### src/rtl/m68k_bus_pkg.sv
// rtl/m68k_bus_pkg.sv - shared types and constants for the 68000 bus target
package m68k_bus_pkg;

    // Target cycle states
    typedef enum logic [2:0] {
        S_IDLE   = 3'd0,
        S_IGNORE = 3'd1,
        S_STRB   = 3'd2,
        S_REQ    = 3'd3,
        S_ACK    = 3'd4
    } state_t;

    // Byte-lane encodings presented on LOC_BE as {upper, lower}
    localparam logic [1:0] BE_NONE  = 2'b00;
    localparam logic [1:0] BE_LOWER = 2'b01;
    localparam logic [1:0] BE_UPPER = 2'b10;
    localparam logic [1:0] BE_BOTH  = 2'b11;

    // Default decode window and timing
    localparam logic [23:0] DEF_ADDR_BASE   = 24'hE80000;
    localparam logic [23:0] DEF_ADDR_MASK   = 24'hFF0000;
    localparam int          DEF_TIMEOUT_CYC = 255;
    localparam int          DEF_SYNC_STAGES = 2;

    // Map the active-low data strobes onto a byte-enable pair
    function automatic logic [1:0] lane_enables(input logic uds_n, input logic lds_n);
        logic [1:0] be;
        case ({uds_n, lds_n})
            2'b00:   be = BE_BOTH;
            2'b01:   be = BE_UPPER;
            2'b10:   be = BE_LOWER;
            default: be = BE_NONE;
        endcase
        return be;
    endfunction

endpackage

### src/rtl/m68k_in_sync.sv
// rtl/m68k_in_sync.sv - multi-flop synchroniser bank for the async bus strobes
module m68k_in_sync
    import m68k_bus_pkg::*;
#(
    parameter int STAGES = DEF_SYNC_STAGES,
    parameter int WIDTH  = 3
) (
    input  logic             clk,
    input  logic             rst,
    input  logic [WIDTH-1:0] async_in,
    output logic [WIDTH-1:0] sync_out
);

    logic [WIDTH-1:0] sync_q [STAGES];
    logic [WIDTH-1:0] sync_d [STAGES];

    // Shift chain: stage 0 takes the raw pins, each later stage the one before
    always_comb begin
        sync_d[0] = async_in;
        for (int i = 1; i < STAGES; i++) begin
            sync_d[i] = sync_q[i-1];
        end
    end

    // Strobes are active low, so reset every stage to the inactive level
    always_ff @(posedge clk or posedge rst) begin
        if (rst) begin
            for (int i = 0; i < STAGES; i++) begin
                sync_q[i] <= '1;
            end
        end else begin
            for (int i = 0; i < STAGES; i++) begin
                sync_q[i] <= sync_d[i];
            end
        end
    end

    assign sync_out = sync_q[STAGES-1];

endmodule

### src/rtl/m68k_bus_target.sv
// rtl/m68k_bus_target.sv - 68000 bus target with local req/ack port; BERR timeout via M68K_TGT_BERR_TIMEOUT_EN
module m68k_bus_target
    import m68k_bus_pkg::*;
#(
    parameter logic [23:0] ADDR_BASE   = DEF_ADDR_BASE,
    parameter logic [23:0] ADDR_MASK   = DEF_ADDR_MASK,
    parameter int          TIMEOUT_CYC = DEF_TIMEOUT_CYC,
    parameter int          SYNC_STAGES = DEF_SYNC_STAGES
) (
    input  logic        PI_CLK,
    input  logic        RESET,
    input  logic        M68K_AS_n,
    input  logic        M68K_UDS_n,
    input  logic        M68K_LDS_n,
    input  logic        M68K_RW,
    input  logic [22:0] M68K_A,
    input  logic [15:0] M68K_D_IN,
    output logic [15:0] M68K_D_OUT,
    output logic        M68K_D_OE,
    output logic        M68K_DTACK_OE,
    output logic        M68K_BERR_OE,
    output logic        LOC_REQ,
    output logic        LOC_WE,
    output logic [22:0] LOC_ADDR,
    output logic [1:0]  LOC_BE,
    output logic [15:0] LOC_WDATA,
    input  logic [15:0] LOC_RDATA,
    input  logic        LOC_ACK
);

    // Word-address bits left after removing the window-select bits
    localparam logic [22:0] LOC_ADDR_KEEP = ~ADDR_MASK[23:1];

    logic [2:0] strb_s;
    logic       as_s;
    logic       uds_s;
    logic       lds_s;
    logic       hit;
    logic       aborted;
    logic       timeout;

    state_t      state_q,     state_d;
    logic        loc_req_q,   loc_req_d;
    logic        loc_we_q,    loc_we_d;
    logic [22:0] loc_addr_q,  loc_addr_d;
    logic [1:0]  loc_be_q,    loc_be_d;
    logic [15:0] loc_wdata_q, loc_wdata_d;
    logic [15:0] d_out_q,     d_out_d;
    logic        d_oe_q,      d_oe_d;
    logic        dtack_oe_q,  dtack_oe_d;
    logic        berr_oe_q,   berr_oe_d;
    logic        abort_q,     abort_d;

    m68k_in_sync #(
        .STAGES (SYNC_STAGES),
        .WIDTH  (3)
    ) u_in_sync (
        .clk      (PI_CLK),
        .rst      (RESET),
        .async_in ({M68K_AS_n, M68K_UDS_n, M68K_LDS_n}),
        .sync_out (strb_s)
    );

    assign as_s  = strb_s[2];
    assign uds_s = strb_s[1];
    assign lds_s = strb_s[0];

    // Address is stable once AS is seen asserted, so it is decoded raw
    assign hit = (({M68K_A, 1'b0} & ADDR_MASK) == ADDR_BASE);

    // A master that has let go of AS during the request no longer wants DTACK
    assign aborted = abort_q | as_s;

`ifdef M68K_TGT_BERR_TIMEOUT_EN
    localparam int CNT_W = (TIMEOUT_CYC > 255) ? $clog2(TIMEOUT_CYC + 1) : 8;

    logic [CNT_W-1:0] cnt_q, cnt_d;

    assign timeout = (state_q == S_REQ) && (cnt_q == CNT_W'(TIMEOUT_CYC - 1));

    // Count cycles spent waiting for the local side; restart on each new request
    always_comb begin
        cnt_d = cnt_q;
        if (state_q == S_STRB) begin
            cnt_d = '0;
        end else if (state_q == S_REQ) begin
            cnt_d = cnt_q + 1'b1;
        end
    end

    // Timeout counter register
    always_ff @(posedge PI_CLK or posedge RESET) begin
        if (RESET) begin
            cnt_q <= '0;
        end else begin
            cnt_q <= cnt_d;
        end
    end
`else
    logic unused_timeout_cfg;

    assign timeout            = 1'b0;
    assign unused_timeout_cfg = (TIMEOUT_CYC == 0);
`endif

    // Bus-cycle sequencing: decode, capture, hand off, terminate, release
    always_comb begin
        state_d     = state_q;
        loc_req_d   = loc_req_q;
        loc_we_d    = loc_we_q;
        loc_addr_d  = loc_addr_q;
        loc_be_d    = loc_be_q;
        loc_wdata_d = loc_wdata_q;
        d_out_d     = d_out_q;
        d_oe_d      = d_oe_q;
        dtack_oe_d  = dtack_oe_q;
        berr_oe_d   = berr_oe_q;
        abort_d     = abort_q;

        case (state_q)
            S_IDLE: begin
                if (!as_s) begin
                    state_d = hit ? S_STRB : S_IGNORE;
                end
            end

            S_IGNORE: begin
                if (as_s) begin
                    state_d = S_IDLE;
                end
            end

            S_STRB: begin
                if (as_s) begin
                    state_d = S_IDLE;
                end else if (!uds_s || !lds_s) begin
                    loc_addr_d = M68K_A & LOC_ADDR_KEEP;
                    loc_we_d   = ~M68K_RW;
                    loc_be_d   = lane_enables(uds_s, lds_s);
                    if (!M68K_RW) begin
                        loc_wdata_d = M68K_D_IN;
                    end
                    loc_req_d = 1'b1;
                    abort_d   = 1'b0;
                    state_d   = S_REQ;
                end
            end

            S_REQ: begin
                abort_d = aborted;
                if (LOC_ACK || timeout) begin
                    loc_req_d = 1'b0;
                    if (aborted) begin
                        state_d = S_IDLE;
                    end else begin
                        state_d = S_ACK;
                        if (LOC_ACK) begin
                            dtack_oe_d = 1'b1;
                            if (!loc_we_q) begin
                                d_oe_d  = 1'b1;
                                d_out_d = LOC_RDATA;
                            end
                        end else begin
                            berr_oe_d = 1'b1;
                        end
                    end
                end
            end

            S_ACK: begin
                if (as_s) begin
                    dtack_oe_d = 1'b0;
                    berr_oe_d  = 1'b0;
                    d_oe_d     = 1'b0;
                    d_out_d    = 16'h0000;
                    state_d    = S_IDLE;
                end
            end

            default: begin
                state_d = S_IDLE;
            end
        endcase
    end

    // State and registered outputs
    always_ff @(posedge PI_CLK or posedge RESET) begin
        if (RESET) begin
            state_q     <= S_IDLE;
            loc_req_q   <= 1'b0;
            loc_we_q    <= 1'b0;
            loc_addr_q  <= '0;
            loc_be_q    <= BE_NONE;
            loc_wdata_q <= '0;
            d_out_q     <= '0;
            d_oe_q      <= 1'b0;
            dtack_oe_q  <= 1'b0;
            berr_oe_q   <= 1'b0;
            abort_q     <= 1'b0;
        end else begin
            state_q     <= state_d;
            loc_req_q   <= loc_req_d;
            loc_we_q    <= loc_we_d;
            loc_addr_q  <= loc_addr_d;
            loc_be_q    <= loc_be_d;
            loc_wdata_q <= loc_wdata_d;
            d_out_q     <= d_out_d;
            d_oe_q      <= d_oe_d;
            dtack_oe_q  <= dtack_oe_d;
            berr_oe_q   <= berr_oe_d;
            abort_q     <= abort_d;
        end
    end

    assign M68K_D_OUT    = d_out_q;
    assign M68K_D_OE     = d_oe_q;
    assign M68K_DTACK_OE = dtack_oe_q;
    assign M68K_BERR_OE  = berr_oe_q;
    assign LOC_REQ       = loc_req_q;
    assign LOC_WE        = loc_we_q;
    assign LOC_ADDR      = loc_addr_q;
    assign LOC_BE        = loc_be_q;
    assign LOC_WDATA     = loc_wdata_q;

endmodule
### config.mk
export PLATFORM = sky130hd
export DESIGN_NAME = m68k_bus_target
export DESIGN_NICKNAME = d
export VERILOG_FILES = /design/src/rtl/m68k_bus_pkg.sv /design/src/rtl/m68k_in_sync.sv /design/src/rtl/m68k_bus_target.sv
export SDC_FILE = /design/constraint.sdc
export NUM_CORES = 1
export LEC_CHECK = 0
export CORE_AREA = 2 2 81 83
export CTS_CLUSTER_SIZE = 28
export DETAILED_ROUTE_END_ITERATION = 10
export DIE_AREA = 0 0 83 85
export PLACE_DENSITY = 0.83
export SYNTH_ARGS = -nofsm -noshare
export SYNTH_HDL_FRONTEND = slang
export SYNTH_HIERARCHICAL = 1
export SYNTH_SLANG_ARGS = --single-unit
### constraint.sdc
create_clock -name PI_CLK -period 4.5 [get_ports PI_CLK]
set_input_delay 0.9 -clock PI_CLK [delete_from_list [all_inputs] [get_ports PI_CLK]]
set_output_delay 0.9 -clock PI_CLK [all_outputs]
set_load 0.02 [all_outputs]
; Yosys cells after proc, flatten, opt, wreduce, memory -nomap -nowiden
; Index checks and enable logic that the tools add are counted.
[totals]
output_inout_bits = 62
latchBits = 0
rom_bits = 0
regBits = 63
ramBits = 0
input_bits = 62
n_memories = 0
[op_classes]
n_addsub = 0
n_mul = 0
n_bitwise = 3
n_shift = 0
n_div = 0
n_eq_ne = 16
n_reduce_logical = 15
n_lt_le_gt_ge = 0
mux = 29
[op_table]
columns = cell, n
row1 = $mux W16, 4
row2 = $pmux W16 S2, 1
row3 = $mux W3, 6
row4 = $reduce_and A4 Y1, 4
row5 = $ne A2 B2 Y1 const B, 6
row6 = $pmux W3 S4, 1
row7 = $mux W1, 11
row8 = $eq A8 B8 Y1 const B, 1
row9 = $pmux W1 S2, 4
row10 = $eq A3 B2 Y1 const B, 2
row11 = $pmux W2 S3, 1
row12 = $reduce_and A3 Y1, 2
row13 = $reduce_and A5 Y1, 1
row14 = $ne A2 B1 Y1 const B, 2
row15 = $reduce_bool A2 Y1, 2
row16 = $eq A3 B1 Y1 const B, 1
row17 = $eq A3 B3 Y1 const B, 1
row18 = $logic_not A3 Y1, 1
row19 = $ne A3 B2 Y1 const B, 1
row20 = $eq A2 B1 Y1 const B, 1
row21 = $eq A2 B2 Y1 const B, 1
row22 = $logic_not A1 Y1, 2
row23 = $logic_not A2 Y1, 1
row24 = $mux W2, 1
row25 = other kinds (4), 5

; Depth between registers and ports, before layout
; Gate-level depths: netlist (run 1).
[depth]
word_depth = 5
depth_mapped = 7
depth_no_buf = 3

; Cells and area by module
; The synthesis (run 1) kept the hierarchy.
[by_module_without_submodules]
columns = mod, area_each_um2, instances, cells_per_inst
row1 = m68k_bus_target, 2512.4, 1, 194
row2 = m68k_in_sync, 161.4, 1, 7

; Least setup slack after synthesis (run 1)
; No wires, ideal clock.
[synth_timing]
path_type = reg2reg
from = register state_q[0]
to = register loc_wdata_q[0], in the netlist LOC_WDATA[0]
setup_ps = 125
required_ps = 4375
path_stages_with_launch = 7
slack_ps = 2422
period_less_slack_ps = 2078
t_arrival_ps = 1953
cell_sequence = dfrtp_1 buf_6 or4b_4 buf_6 a211oi_4 buf_12 mux2_4
[synth_between]
elab_chain_len = 2
[synth_rtl]
columns = element, line
row1 = start: declaration, m68k_bus_target.sv:42  ; state_t state_q, state_d;
row2 = start signal: assignment, m68k_bus_target.sv:201  ; state_q <= state_d;
row3 = $eq A3 B2 Y1, m68k_bus_target.sv:120  ; case (state_q)
row4 = $reduce_and A4 Y1 (no line), -
row5 = end signal: assignment, m68k_bus_target.sv:206  ; loc_wdata_q <= loc_wdata_d;
row6 = end: declaration, m68k_bus_target.sv:47  ; logic [15:0] loc_wdata_q, loc_wdata_d;
; Every way passes these cells.
; A chain may end at the register's enable or synchronous reset.

; Worst setup path after layout (run 1)
[layout_timing]
from = input M68K_RW
to = register loc_wdata_q[10], in the netlist LOC_WDATA[10]
[layout_between]
elab_chain_len = 2
[layout_rtl]
columns = element, line
row1 = start: declaration, m68k_bus_target.sv:15  ; input logic M68K_RW,
row2 = $not A1 Y1 (no line), -
row3 = $reduce_and A4 Y1 (no line), -
; Every way passes these cells.

==> key figures, run 1 <==
Cells and area
  • Final Util: 0.648
  • Layout cell share with drive strength beyond 1: 0.176
  • Ant. Diodes: 0
  • Filler cells: a little under 500
  • Area grow syn2layout: 50.4%
  • Number of nets in the layout: 380

Critical path
  • Worst-path cell chain: clkdlybuf4s50_1 -> a211oi_4 -> mux2_2
  • Worst setup SP type: primary input
  • CP Data Arrival Time: between 2000 and 3000 ps
  • Slowest stage delay, CP: 870 ps
  • CP top delay family: compound AO/OA/AOI/OAI gates
  • CP Max Fanout: 17
  • CP endpoint kind: flop
  • Critical path's slowest cell: a211oi_4
  • Critical Path RT: roughly 4700 ps
  • Crit Path Category: in2reg
  • CP Buf/Inv Count: 1

Yosys
  • Synth Area in Simple Gates: 0.0730
  • Mux contribution to synthesized area: 0.213
  • Count of different cell masters after synthesis: 28
  • Area contributors post-synth: dfrtp_1 (53%), mux2_4 (9.0%), mux2_2 (6.3%)
  • Synth top area share: 0.533
  • Post-synthesis cell count: between 200 and 250
  • Number of synthesized flops with an enable pin: 0
  • Cell with the most instances after synthesis: dfrtp_1
  • Largest family of logic cells by synthesized area: multiplexers
  • Area leader, netlist: dfrtp_1
  • Post-synthesis sequential area ratio: 0.592
  • Ys Warns: 6
  • Synth Flop Type: dfrtp_1
  • Cell Area, Synth: roughly 2700 µm²
  • Ys async rst share: 1.00
  • Syn avg cell area: ~13 µm²
  • Yosys reg bits: 63
  • Synth Area in Adders: 0
  • Post-Synth XOR/XNOR Area: 0
  • Synth Area in Compound Gates: 0.0407
  • Post-synth top cells: dfrtp_1 (57), nand2_1 (24), inv_1 (18)

Route
  • Final antenna-violating net count: 0
  • Routed WL: roughly 5500 µm
  • Drc violations: 0
  • Detailed-route via count: ~1900
  • Vias/cell: 4.71
  • TritonRoute pass-1 iters: 4
  • DR iter-0 viols: 27
  • DR WL/cell: between 10 and 15 µm

Timing
  • Achievable Freq: about 0.41 GHz
  • Setup Viol. Count Final: 0
  • Min cycle time layout: about 2400 ps
  • Setup Skew: roughly 6.4 ps
  • Count of final hold-check violations: 0
  • RSZ-0062 raised after global routing: false
  • Worst-Margin Slew: roughly 1000 ps
  • Max_slew headroom: 0.308
  • Post-route setup slack: ~2100 ps
  • Final slew viol count: 0
  • Final Cycle Share: 0.539
  • Setup TNS: 0 ps

Floorplanning
  • I/O pin count: roughly 120
  • CORE AREA: between 6000 and 7000 µm²
  • DIE WIDTH: ~83 µm
  • Starting density of the core: 0.431
  • DIE HEIGHT: roughly 85 µm
  • Die area: 7060 µm²
  • FP Rows: 29

Clock network
  • CTS root buf: clkbuf_8
  • Post-CTS Setup Bufs: 0
  • Skew-Pair Late Insertion Delay: around 320 ps
  • Post-CTS Resized: 0
  • Hold Buf Count CTS: 0
  • TritonCTS sink count: 63
  • Worst-path clk slew: ~60 ps
  • CTS tree: done
  • Longest Clk Path Bufs: 2
  • Htree depth: 3
  • Total CTS buffers: 9

Hold path
  • HP Class: reg2reg

Run status
  • Outcome: completed

Power
  • Power Internal: between 0.001 and 0.0015 W
  • Seq pwr share: 0.466
  • Comb pwr share: 0.157
  • Clock network fraction of total power: 0.377
  • Max IR drop VDD: 195 µV
  • Leakage power: approximately 1.9 nW
  • Pwr dens: about 330 nW/µm²
  • Sw Pwr: just over 0.0003 W
  • Sw frac: 0.234

Place
  • Port bufs: about 110
  • Detailed placement HPWL: about 4100 µm
  • GPL Wtd Cong: approximately 0.78
  • Post-place setup slack: between 1500 and 2000 ps

Global route
  • Pin count of the biggest net entering global routing: 36
  • Initial antenna violation count: 0
  • Global route overflow: 0
  • Tot GR Track Use: 0.162
  • First-pass GRT wire length: roughly 9100 µm
  • Vias in the first global route: roughly 2000

Run
  • Max cap viols: 0
[cells in the final DEF (no fill, tap or decap)]
cell / n
a211oi_4: 1
dfrtp_1: 57
a21o_1: 3
mux2_4: 16
a31oi_1: 1
inv_1: 17
conb_1: 9
dfstp_2: 6
a21oi_1: 3
nand4bb_1: 1
mux2_2: 15
nor4b_1: 2
nand3_1: 1
nand4b_1: 2
inv_2: 1
clkdlybuf4s50_1: 114
clkbuf_8: 12
bufinv_16: 1
nand2_1: 24
mux2i_1: 16
nand2b_1: 2
clkbuf_1: 1
o21a_1: 2
o21ai_0: 6
and4b_1: 1
or4b_4: 1
clkinv_2: 2
nor2_1: 3
or3_1: 1
buf_4: 2
[sequential cells by signal (all words and copies together) (netlist names)]
name	flops
u_in_sync/sync_d	3
LOC_REQ	1
u_in_sync/sync_out	3
state_q	3
LOC_WDATA	16
M68K_D_OUT	16
LOC_ADDR	15
abort_q	1
M68K_DTACK_OE	1
LOC_BE	2
M68K_D_OE	1
LOC_WE	1
[power groups by stage]
stage	clock network (W)	registers, W	logic [W]
floorplan	0	0.000666	0.0000578
global placement	0	0.000631	0.000208
detailed placement	0	0.000632	0.000211
CTS	0.000516	0.000622	0.000212
global route	0.000545	0.000626	0.000223
finish	0.000503	0.000622	0.000209
[layout make-up]
class	instances	area (µm²)	share of cell area
multi-input cells	110	907	0.226
clock inverters	3	40.0	0.00996
flip-flops and latches	63	1580	0.394
well taps	77	96.3	0.0240
clock buffers	13	169	0.0420
inverters	18	67.6	0.0168
repair buffers	116	1160	0.288
[logic make-up (layout without fill, tap and decap cells)]
| kind of cell | count (synthesis) | after routing |
|---|---|---|
| flip-flops | 63 | 63 |
| multiplexers | 47 | 47 |
| AND/OR/NAND/NOR | 38 | 38 |
| buffers and inverters | 36 | 150 |
| AO/OA/AOI/OAI | 16 | 16 |
| other | 1 | 9 |
[path summary, 6_finish.rpt]
kind	cells past startpoint	start	slack, ps	end
max	3	M68K_RW	2070	LOC_WDATA[10]
min	0	u_in_sync/sync_d[1]	360	u_in_sync/sync_out[1]
max reg2reg	3	state_q[2]	2090	LOC_WDATA[10]
min reg2reg	0	u_in_sync/sync_d[1]	360	u_in_sync/sync_out[1]
max in group asynchronous	3	RESET	2660	LOC_WDATA[1]
min in group asynchronous	2	RESET	1050	u_in_sync/sync_d[2]
[worst register-to-register path, delay by kind of cell (launching register included)]
kind | cells | cell delay (ps)
AO/OA/AOI/OAI | 1 | 820
AND/OR/NAND/NOR | 1 | 610
flip-flops | 1 | 450
multiplexers | 1 | 420
[layer usage]
| layer | track usage | up-vias | part of all wire | routed length, µm |
|---|---|---|---|---|
| met5 | 0 | - | 0 | 0 |
| met4 | 0.0611 | 0 | 0.011 | 60 |
| met3 | 0.0438 | 7 | 0.059 | 324 |
| met2 | 0.267 | 71 | 0.51 | 2800 |
| met1 | 0.205 | 928 | 0.42 | 2310 |
| li1 | - | 879 | - | - |
[per-stage QoR]
stage	hold WS (ps)	cell area [µm²]	cells	total power, W
floorplan	345	2700	209	0.000724
global placement	345	3810	384	0.000838
detailed placement	347	3810	384	0.000844
CTS	356	4020	400	0.00135
global route	359	4020	400	0.00139
finish	357	4020	400	0.00133
No activity file was read; power rests on OpenSTA's default activity.
==> inputs of run 2 (changes only) <==
--- a/config.mk
+++ b/config.mk
@@ -5,11 +5,11 @@
 export SDC_FILE = /design/constraint.sdc
 export NUM_CORES = 1
 export LEC_CHECK = 0
-export CORE_AREA = 2 2 81 83
+export CORE_AREA = 2 2 89 91
 export CTS_CLUSTER_SIZE = 28
 export DETAILED_ROUTE_END_ITERATION = 10
-export DIE_AREA = 0 0 83 85
-export PLACE_DENSITY = 0.83
+export DIE_AREA = 0 0 91 93
+export PLACE_DENSITY = 0.73
 export SYNTH_ARGS = -nofsm -noshare
 export SYNTH_HDL_FRONTEND = slang
 export SYNTH_HIERARCHICAL = 1
==> constraint.sdc (replaced) <==
create_clock -name PI_CLK -period 2.2 [get_ports PI_CLK]
set_input_delay 0.44 -clock PI_CLK [delete_from_list [all_inputs] [get_ports PI_CLK]]
set_output_delay 0.44 -clock PI_CLK [all_outputs]
set_load 0.02 [all_outputs]
==> key figures, run 2 (synthesis results as in run 1) <==
Critical path
  • Crit Path Category: reg2reg
  • RR Endpoint: LOC_WDATA[15]
  • Slowest stage delay, CP: 600 ps (-270 ps)
  • CP endpoint kind: flop
  • R2R cell count: 4 (+1)
  • Worst setup SP type: flop
  • CP Max Fanout: 17 (unchanged)
  • Critical path's slowest cell: or4b_4
  • Critical Path RT: 2410 ps (-2290 ps)
  • R2R Path Start: state_q[2]
  • Internal reg-to-reg setup slack: 270 ps (-1820 ps)
  • Worst-path cell chain: or4b_4 -> a211oi_4 -> buf_12 -> mux2_2
  • CP Data Arrival Time: 2140 ps (-490 ps)

Floorplanning
  • I/O pin count: 124 (unchanged)
  • CORE AREA: 7530 µm² (+21%)
  • DIE HEIGHT: 93 µm (+9.4%)
  • FP Rows: 32 (+10%)
  • DIE WIDTH: 91 µm (+9.6%)
  • Die area: 8460 µm² (+20%)
  • Starting density of the core: 0.355 (-0.0757)

Timing
  • Min cycle time layout: roughly 1900 ps
  • Setup TNS: 0 ps (unchanged)
  • Setup Viol. Count Final: 0 (unchanged)
  • Worst-Margin Slew: 489 ps (-546 ps)
  • Count of final hold-check violations: 0 (unchanged)
  • Final Cycle Share: 0.875
  • Final slew viol count: 0 (unchanged)
  • Setup Skew: 8.94 ps (+2.58 ps)
  • Max_slew headroom: 0.669 (+0.361)
  • Achievable Freq: 0.519 GHz
  • RSZ-0062 raised after global routing: false

Hold path
  • Hold Path End: u_in_sync/sync_out[2]
  • HP Class: reg2reg
  • Hold Startpoint: u_in_sync/sync_d[2]
  • Worst Hold Depth: 0 (unchanged)

Clock network
  • CTS tree: done
  • Longest Clk Path Bufs: 2 (unchanged)
  • Post-CTS Resized: 0 (unchanged)
  • Htree depth: 3 (unchanged)
  • CTS root buf: clkbuf_8
  • TritonCTS sink count: 63 (unchanged)
  • Worst-path clk slew: 70 ps (about the same)
  • Total CTS buffers: 9 (unchanged)
  • Hold Buf Count CTS: 0 (unchanged)
  • Post-CTS Setup Bufs: 0 (unchanged)
  • Skew-Pair Late Insertion Delay: 330 ps (about the same)

Global route
  • Initial antenna violation count: 0 (unchanged)
  • Tot GR Track Use: 0.138 (-0.0234)
  • First-pass GRT wire length: 9240 µm (+1.2%)
  • Pin count of the biggest net entering global routing: 50 (+39%)
  • Global route overflow: 0 (unchanged)
  • Vias in the first global route: 1899 (-2.4%)

Run status
  • Outcome: completed

Cells and area
  • Final Util: 0.544 (-0.104)
  • Layout cell share with drive strength beyond 1: 0.189 (+0.0126)
  • Number of nets in the layout: 385 (+1.3%)
  • Design Area, Final: 4090 µm² (+1.8%)
  • Commonest non-fill, non-tap cells in the layout: clkdlybuf4s50_1 (114), dfrtp_1 (57), nand2_1 (24)
  • Commonest non-fill, non-tap cell in the layout: clkdlybuf4s50_1
  • Ant. Diodes: 0 (unchanged)
  • Area grow syn2layout: 53.1%
  • Post-Layout Cell Count: 430 (+7.5%)

Route
  • Drc violations: 0 (unchanged)
  • Detailed-route via count: 1868 (-0.90%)
  • Vias/cell: 4.34 (-7.8%)
  • Routed WL: 5640 µm (+2.6%)
  • DR iter-0 viols: 49 (+81%)
  • Final antenna-violating net count: 0 (unchanged)
  • DR WL/cell: 13.1 µm (-4.5%)
  • TritonRoute pass-1 iters: 4 (unchanged)

Place
  • Port bufs: 114 (unchanged)
  • Detailed placement HPWL: 4130 µm (+0.32%)
  • Placed Cells: 414 (+7.8%)
  • GPL Wtd Cong: 0.744 (-5.1%)
  • Placed cell areas: 3910 µm² (+2.5%)

Run
  • Max cap viols: 0 (unchanged)

Power
  • Pwr dens: 649 nW/µm² (+96%)
  • Leakage power: 1.96 nW (+0.86%)
  • Max IR drop VDD: 364 µV (+86%)
## run 2: worst max-delay path, delay by kind of cell (launching register included)
family | cells | cell delay (ps)
AOI/OAI and AO/OA | 1 | 210
buffers and inverters | 1 | 200
and+or+nand+nor | 1 | 600
muxes | 1 | 350
DFF | 1 | 440
## run 2: final cells by class
class                      instances  area [µm²]
clock buffer                      10         128
clock inverter                     6        61.3
fill                             685        3430
inverter                          18        67.6
multi-input combinational        110         907
sequential                        63        1580
tap                              102         128
timing repair buffer             121        1220
## run 2: worst max-delay path by stage
stage / from / to / slack [ps] / cells after the start
after floorplan: state_q[0] / LOC_WDATA[0] / 120 / 6
after global placement: state_q[2] / LOC_WDATA[10] / 320 / 4
after detailed placement: state_q[2] / LOC_WDATA[11] / 270 / 4
after CTS: state_q[2] / LOC_WDATA[15] / 260 / 4
after global routing: state_q[2] / LOC_WDATA[15] / 220 / 4
final: state_q[2] / LOC_WDATA[15] / 270 / 4
## run 2: metrics by stage
stage / power (W) / hold WS (ps) / setup WS, ps
floorplan: 0.00148 / 345 / 122
global placement: 0.00172 / 346 / 323
detailed placement: 0.00173 / 347 / 267
CTS: 0.00270 / 357 / 262
global route: 0.00280 / 359 / 219
finish: 0.00266 / 356 / 274
## run 2: where the power goes
group,internal (W),leakage (nW),switching (W)
Sequential,0.00123,0.741,0.0000383
Clock,0.000519,0.0960,0.000433
Combinational,0.000250,1.12,0.000184
## run 2: routing by layer
| layer | global-route usage | vias to the layer above | wire length, µm |
|---|---|---|---|
| li1 | - | 888 | - |
| met1 | 0.185 | 905 | 2520 |
| met2 | 0.215 | 69 | 2760 |
| met3 | 0.0338 | 6 | 291 |
| met4 | 0.0606 | 0 | 68 |
| met5 | 0 | - | 0 |
